[src/rtl/osc_clock_divider.sv]
// osc_clock_divider: phase-accumulator divider for the 48 MHz oscillator.
// It produces a one-cycle tick at each accumulator wrap and a ~50% duty
// clock-enable (the registered accumulator MSB). A stop request is honoured
// only at a wrap, so the output period never truncates.
// Optional feature macro: OSC_CLKDIV_RUNTIME_EN adds a valid/ready increment
// load port. The new increment takes effect at the next wrap, or at once when
// the divider is stopped.
module osc_clock_divider #(
    parameter int unsigned FREQ_IN  = 48000000,
    parameter int unsigned FREQ_OUT = 1000000,
    parameter int unsigned ACC_W    = 32
) (
    input  logic             CLK,
    input  logic             resetn,
    input  logic             en,
`ifdef OSC_CLKDIV_RUNTIME_EN
    input  logic [ACC_W-1:0] inc_data,
    input  logic             inc_valid,
    output logic             inc_ready,
`endif
    output logic             tick,
    output logic             clkout,
    output logic             running
);

    // Reset-time increment, rounded to nearest.
    localparam logic [63:0] INC0_64 =
        ((64'(FREQ_OUT) << ACC_W) + 64'(FREQ_IN / 2)) / 64'(FREQ_IN);
    localparam logic [63:0]      HALF_64 = 64'd1 << (ACC_W - 1);
    localparam logic [ACC_W-1:0] INC0    = INC0_64[ACC_W-1:0];
    localparam logic [ACC_W-1:0] HALF    = {1'b1, {(ACC_W-1){1'b0}}};
    localparam logic [ACC_W-1:0] ONE     = {{(ACC_W-1){1'b0}}, 1'b1};

    if (INC0_64 == 64'd0 || INC0_64 > HALF_64) begin : g_bad_inc0
        $error("osc_clock_divider: INC0 out of range for FREQ_IN/FREQ_OUT/ACC_W");
    end

    typedef enum logic [1:0] {S_OFF, S_RUN, S_DRAIN} state_t;

    state_t           r_state, w_state_nxt;
    logic [ACC_W-1:0] r_acc;
    logic [ACC_W-1:0] w_inc;
    logic [ACC_W:0]   w_sum;
    logic             w_carry;
    logic             w_active;
    logic             w_stop;
    logic             r_tick;
    logic             r_clkout;

    assign w_sum   = {1'b0, r_acc} + {1'b0, w_inc};
    assign w_carry = w_sum[ACC_W];

    // State register.
    always_ff @(posedge CLK or negedge resetn) begin
        if (!resetn) r_state <= S_OFF;
        else         r_state <= w_state_nxt;
    end

    // Next state; a drain completes only on the cycle that wraps.
    always_comb begin
        w_state_nxt = r_state;
        w_active    = 1'b0;
        w_stop      = 1'b0;
        case (r_state)
            S_OFF: begin
                if (en) w_state_nxt = S_RUN;
            end
            S_RUN: begin
                w_active = 1'b1;
                if (!en) w_state_nxt = S_DRAIN;
            end
            S_DRAIN: begin
                w_active = 1'b1;
                if (en) begin
                    w_state_nxt = S_RUN;
                end else if (w_carry) begin
                    w_state_nxt = S_OFF;
                    w_stop      = 1'b1;
                end
            end
            default: w_state_nxt = S_OFF;
        endcase
    end

    // Accumulator and registered outputs; OFF parks everything at zero.
    always_ff @(posedge CLK or negedge resetn) begin
        if (!resetn) begin
            r_acc    <= '0;
            r_tick   <= 1'b0;
            r_clkout <= 1'b0;
        end else if (w_active) begin
            r_tick <= w_carry;
            if (w_stop) begin
                r_acc    <= '0;
                r_clkout <= 1'b0;
            end else begin
                r_acc    <= w_sum[ACC_W-1:0];
                r_clkout <= w_sum[ACC_W-1];
            end
        end else begin
            r_acc    <= '0;
            r_tick   <= 1'b0;
            r_clkout <= 1'b0;
        end
    end

`ifdef OSC_CLKDIV_RUNTIME_EN
    logic [ACC_W-1:0] r_inc;
    logic [ACC_W-1:0] r_pend_inc;
    logic             r_pend;
    logic [ACC_W-1:0] w_inc_clamped;
    logic             w_load;
    logic             w_copy;

    // Out-of-range requests are pulled into [1, 2^(ACC_W-1)].
    always_comb begin
        w_inc_clamped = inc_data;
        if (inc_data == '0)       w_inc_clamped = ONE;
        else if (inc_data > HALF) w_inc_clamped = HALF;
    end

    assign w_load    = inc_valid & ~r_pend;
    assign w_copy    = r_pend & ((r_state == S_OFF) | (w_active & w_carry));
    assign inc_ready = ~r_pend;
    assign w_inc     = r_inc;

    // Pending increment: captured on handshake, applied at a wrap or while stopped.
    always_ff @(posedge CLK or negedge resetn) begin
        if (!resetn) begin
            r_inc      <= INC0;
            r_pend_inc <= '0;
            r_pend     <= 1'b0;
        end else if (w_copy) begin
            r_inc  <= r_pend_inc;
            r_pend <= 1'b0;
        end else if (w_load) begin
            r_pend_inc <= w_inc_clamped;
            r_pend     <= 1'b1;
        end
    end
`else
    assign w_inc = INC0;
`endif

    assign tick    = r_tick;
    assign clkout  = r_clkout;
    assign running = (r_state != S_OFF);

endmodule

[config.mk]
export PLATFORM = sky130hd
export DESIGN_NAME = osc_clock_divider
export DESIGN_NICKNAME = d
export VERILOG_FILES = /design/src/rtl/osc_clock_divider.sv
export SDC_FILE = /design/constraint.sdc
export NUM_CORES = 1
export LEC_CHECK = 0
export BUFFER_PORTS_ARGS = -buffer_cell sky130_fd_sc_hd__clkbuf_2
export CAP_MARGIN = 15
export CORE_AREA = 2 2 62 64
export CTS_BUF_LIST = sky130_fd_sc_hd__clkbuf_2
export DETAILED_ROUTE_END_ITERATION = 16
export DIE_AREA = 0 0 64 66
export HOLD_SLACK_MARGIN = 0.06
export PLACE_DENSITY = 0.79
export SYNTH_ARGS = -nofsm -noshare
export SYNTH_HDL_FRONTEND = slang
export SYNTH_SLANG_ARGS = --single-unit
[constraint.sdc]
create_clock -name CLK -period 4.95 [get_ports CLK]
set_input_delay 0.495 -clock CLK [delete_from_list [all_inputs] [get_ports CLK]]
set_output_delay 0.495 -clock CLK [all_outputs]
set_load 0.005 [all_outputs]
# Yosys cells after proc, flatten, opt, wreduce, memory -nomap -nowiden
# Index checks and enable logic that the tools add are counted.
[op_classes]
n_reduce_logical = 4
n_addsub = 1
mux = 14
eq_ne = 5
[ops]
columns = ["operator", "n"]
rows = [
  ["2-to-1 mux 32 bit", 2],
  ["adder 32 x 27 -> 33 bit, second input constant", 1],
  ["2-to-1 mux 2 bit", 4],
  ["2-to-1 mux 1 bit", 7],
  ["one-hot mux 2 bit (3 select lines)", 1],
  ["!= test 2 bit, second input constant", 2],
  ["!= test 3 bit, second input constant", 1],
  ["AND reduction 3 bit", 1],
  ["equality test 2 x 1 -> 1 bit, second input constant", 1],
  ["equality test 2 bit, second input constant", 1],
  ["logical NOT 2 bit", 1],
  ["nonzero test 2 bit", 1],
  ["OR reduction 2 bit", 1],
]
[word_totals]
regBits = 36
output_inout_bits = 3
input_bits = 3
elab_cells = 28

# Logic depth before layout (Yosys ltp)
[logic_depth]
ltp_word = 6
depth_mapped = 8
depth_no_buf = 7

# Worst setup path before layout
# Ideal clock, no wire load.
[synth_timing]
kind = "reg-to-reg"
startpoint = "reg r_acc[0]"
endpoint = "reg r_state[1]"
path_slack_ps = 2772
path_buffers = 0
t_arrival_ps = 2051
t_required_ps = 4822
setup_ps = 128
stages_incl_launch_ff = 8
period_less_slack_ps = 2178
cell_sequence = "dfrtp_1 ha_1 o211ai_1 a21o_1 o31a_1 o41ai_4 o221ai_2 mux2_1"
[synth_between]
elab_chain_len = 3
[synth_rtl]
columns = ["element", "line", "text"]
rows = [
  ["from (decl)", "41", "logic [ACC_W-1:0] r_acc;"],
  ["from (signal assigned)", "97", "r_acc <= w_sum[ACC_W-1:0];"],
  ["adder 32 x 27 -> 33 bit", "50", "assign w_sum = {1'b0, r_acc} + {1'b0, w_inc};"],
  ["!= test 3 bit (no line)", "-", ""],
  ["AND reduction 3 bit (no line)", "-", ""],
  ["to (signal assigned)", "56", "else r_state <= w_state_nxt;"],
  ["to (decl)", "40", "state_t r_state, w_state_nxt;"],
]
# No other way between the ends.
# A chain may end at the register's enable or synchronous reset.

# Worst setup path after layout
[layout_timing]
startpoint = "reg r_acc[0]"
endpoint = "reg r_acc[24]"
[layout_between]
elab_chain_len = 6
[layout_rtl]
columns = ["element", "line", "text"]
rows = [
  ["adder 32 x 27 -> 33 bit (*)", "50", ""],
  ["2-to-1 mux 1 bit", "76", "end else if (w_carry) begin"],
  ["2-to-1 mux 1 bit", "74", "if (en) begin"],
  ["2-to-1 mux 1 bit", "64", "case (r_state)"],
  ["2-to-1 mux 32 bit (*)", "93", "if (w_stop) begin"],
  ["2-to-1 mux 32 bit (*)", "91", "end else if (w_active) begin"],
]
# Mark *: on every way between the ends. The rest lies on a longest branch, timed or not.

==> summary.txt <==
Status
  • Status: finished, final reports clean

Pwr
  • Leak Pwr: ~0.0010 µW
  • Largest vdd supply drop: around 0.26 mV
  • Cell Pwr Density: 571 mW/mm²

Global routing
  • First-pass GRT wire length: roughly 7.9 mm
  • Tot GR Track Use: 0.243
  • Grt total ovfl: 0
  • Largest net degree at the start of global routing: 36
  • Antenna violations before repair: 0
  • Vias in the first global route: between 1,500 and 2,000

Timing
  • Relative slew slack: 0.435
  • Worst hold slack: 158 ps
  • Clk_skew: 8.65 ps
  • Actual slew at the worst max-slew pin: around 850 ps
  • RSZ-0062 raised after global routing: false
  • Fin crit share: 0.545
  • Aggregate negative setup slack: 0 ps
  • Final worst slack: around 2300 ps
  • Setup violators final: 0
  • Highest Clock Rate: 371 MHz
  • Final hold violations: 0
  • Slew Viols, Final: 0
  • Tmin final: between 2000 and 3000 ps

Placement
  • GP Congestion: around 0.96
  • Pre-CTS setup slack: between 2000 and 2500 ps
  • Placed Area: roughly 0.0023 mm²
  • Port bufs: 5
  • DP HPWL: approximately 3.2 mm

Critical path
  • Setup crit start kind: flip-flop
  • FF-to-FF path depth: 7
  • Crit-path max FO: 32
  • Kind of critical path: flip-flop to flip-flop
  • CP arrival: 2970 ps
  • CP required: about 5200 ps
  • CP max stage delay: approximately 640 ps
  • Worst path top cell family by delay: compound AO/OA/AOI/OAI gates
  • Critical-path cell list: ha_1, o211ai_1, a21o_1, o31a_1, o41ai_4, a31o_2, nor3_1
  • Crit path buffers/inverters: 0
  • Setup crit end kind: flip-flop
  • Cell depth of the worst setup path: 7
  • Slowest cell on crit path: a31o_2

Clock network
  • CTS max path bufs: 2
  • Hold buffers post-CTS: 0
  • Root Buffer: clkbuf_2
  • Post-CTS resize count: 0
  • Setup Buffers After CTS: 0
  • Clk sink count: 35
  • Inserted Clock Buffers: 5
  • Clk Latency, worst-skew pair: 390 ps
  • CTS tree: done
  • Htree depth: 2
  • Clk slew on worst S/H paths: 190 ps

Detailed routing
  • Vias per Instance: between 6 and 7
  • Initial drt markers: 169
  • DRC violations left: 0
  • Final WL: around 4.5 mm
  • Antenna Nets Post-Route: 0
  • Vias: approximately 1,800
  • Wire per inst: 15.2 µm
  • First drt pass iteration count: 5

Synthesis
  • Average size of a mapped cell: approximately 9.0 µm²
  • Syn Std Cell Area: about 0.0023 mm²
  • Synth warn: 0
  • Seq cells post-synth: 35
  • Post-synth cell types: 49
  • Async SR Flop Fraction: 1.00
  • Sequential fraction of the synthesis area: 0.388
  • Number of synthesized flops with an enable pin: 0
  • Syn_nets: 260
  • Synth Instances: 251
  • Top FF cell, synth: dfrtp_1

Finish
  • Syn-to-layout area delta: 4.88%
  • Share of layout cells above drive strength 1: 0.0800
  • Final Cell Area: about 0.0024 mm²
  • Ant diodes: 0
  • Fin nets: about 260
  • Core Util, Final: 0.667

Run
  • Max cap viols: 0

Floorplan
  • Core area: about 0.0036 mm²
  • Die Y-Extent: 66 µm
  • Initial Util: 0.636
  • Die area: ~0.0042 mm²
  • I/O pin total: 6
  • Die span in x: approximately 64 µm
  • Cell row count: 22

Hold path
  • Worst Hold Class: input pin to asynchronous set/reset pin
==> stage by stage <==
step | power [µW] | cells
after floorplan | 1010 | 251
after global placement | 1100 | 290
after detailed placement | 1110 | 290
after CTS | 1350 | 298
after global routing | 1460 | 298
final | 1350 | 298
==> layer usage <==
layer  track usage  up-vias  share of wire
li1              -      895              -
met1         0.346      869           0.46
met2         0.366       65           0.46
met3        0.0494       11          0.065
met4        0.0897        0          0.019
met5             0        -              0
==> cells by family after synthesis <==
logic type | Yosys count | synth area share
AOI/OAI and AO/OA | 75 | 0.243
xor gates and xnor gates | 24 | 0.0931
adders and majority gates | 6 | 0.0332
buffers and inverters | 25 | 0.0482
DFF | 35 | 0.388
muxes | 1 | 0.00499
and+or+nand+nor | 85 | 0.189
==> power by group <==
group          leakage (µW)  switching [µW]  internal, µW
clock network     0.0000492             103           136
logic              0.000499             324           257
registers          0.000462             155           378
==> flip-flops by register name, indices dropped and copies added (netlist names) <==
register,cells
r_acc,32
r_state,2
tick,1
==> layout make-up <==
class,count,area (µm²)
tap,48,60.1
fill,299,1180
sequential,35,876
clock inverter,3,67.6
clock buffer,5,25.0
inverter,11,41.3
timing repair buffer,5,25.0
multi-input combinational,191,1270
==> path summary, 6_finish.rpt <==
path,from,to,slack (ps)
max,r_acc[0],r_acc[24],2250
min,resetn,r_acc[10],160
max reg2reg,r_acc[0],r_acc[24],2250
min reg2reg,r_acc[0],r_acc[0],500
max in group asynchronous,resetn,r_acc[17],4250
min in group CLK,en,r_state[0],480
==> synthesized netlist by cell type, drive strengths merged (3+ instances only) <==
cell type / n / area share
a211o: 3 / 0.012
nor3: 6 / 0.013
o211ai: 6 / 0.020
o21ai: 9 / 0.020
nor4bb: 3 / 0.013
dfrtp: 35 / 0.39
nor2: 39 / 0.065
nand2: 11 / 0.018
o21a: 3 / 0.010
nand4: 3 / 0.0083
a21o: 8 / 0.027
ha: 6 / 0.033
xor2: 7 / 0.027
o21bai: 3 / 0.010
inv: 11 / 0.018
nand2b: 4 / 0.011
a31oi: 6 / 0.017
a21oi: 14 / 0.031
a22oi: 3 / 0.010
xnor2: 17 / 0.066
nand3b: 5 / 0.017
buf: 6 / 0.017
clkbuf: 8 / 0.013
nor2b: 3 / 0.0083
a31o: 3 / 0.012
o2bb2ai: 3 / 0.012
==> cells in the final DEF (no fill, tap or decap), drive strengths merged, types with 4 or more instances in the layout <==
| cell | instances |
|---|---|
| a21o | 8 |
| a21oi | 14 |
| a31oi | 6 |
| clkbuf | 10 |
| dfrtp | 35 |
| ha | 6 |
| inv | 11 |
| nand2 | 11 |
| nand2b | 4 |
| nand3b | 5 |
| nor2 | 39 |
| nor3 | 6 |
| o211ai | 6 |
| o21ai | 9 |
| xnor2 | 17 |
| xor2 | 7 |
(Power assumes the default switching activity.)
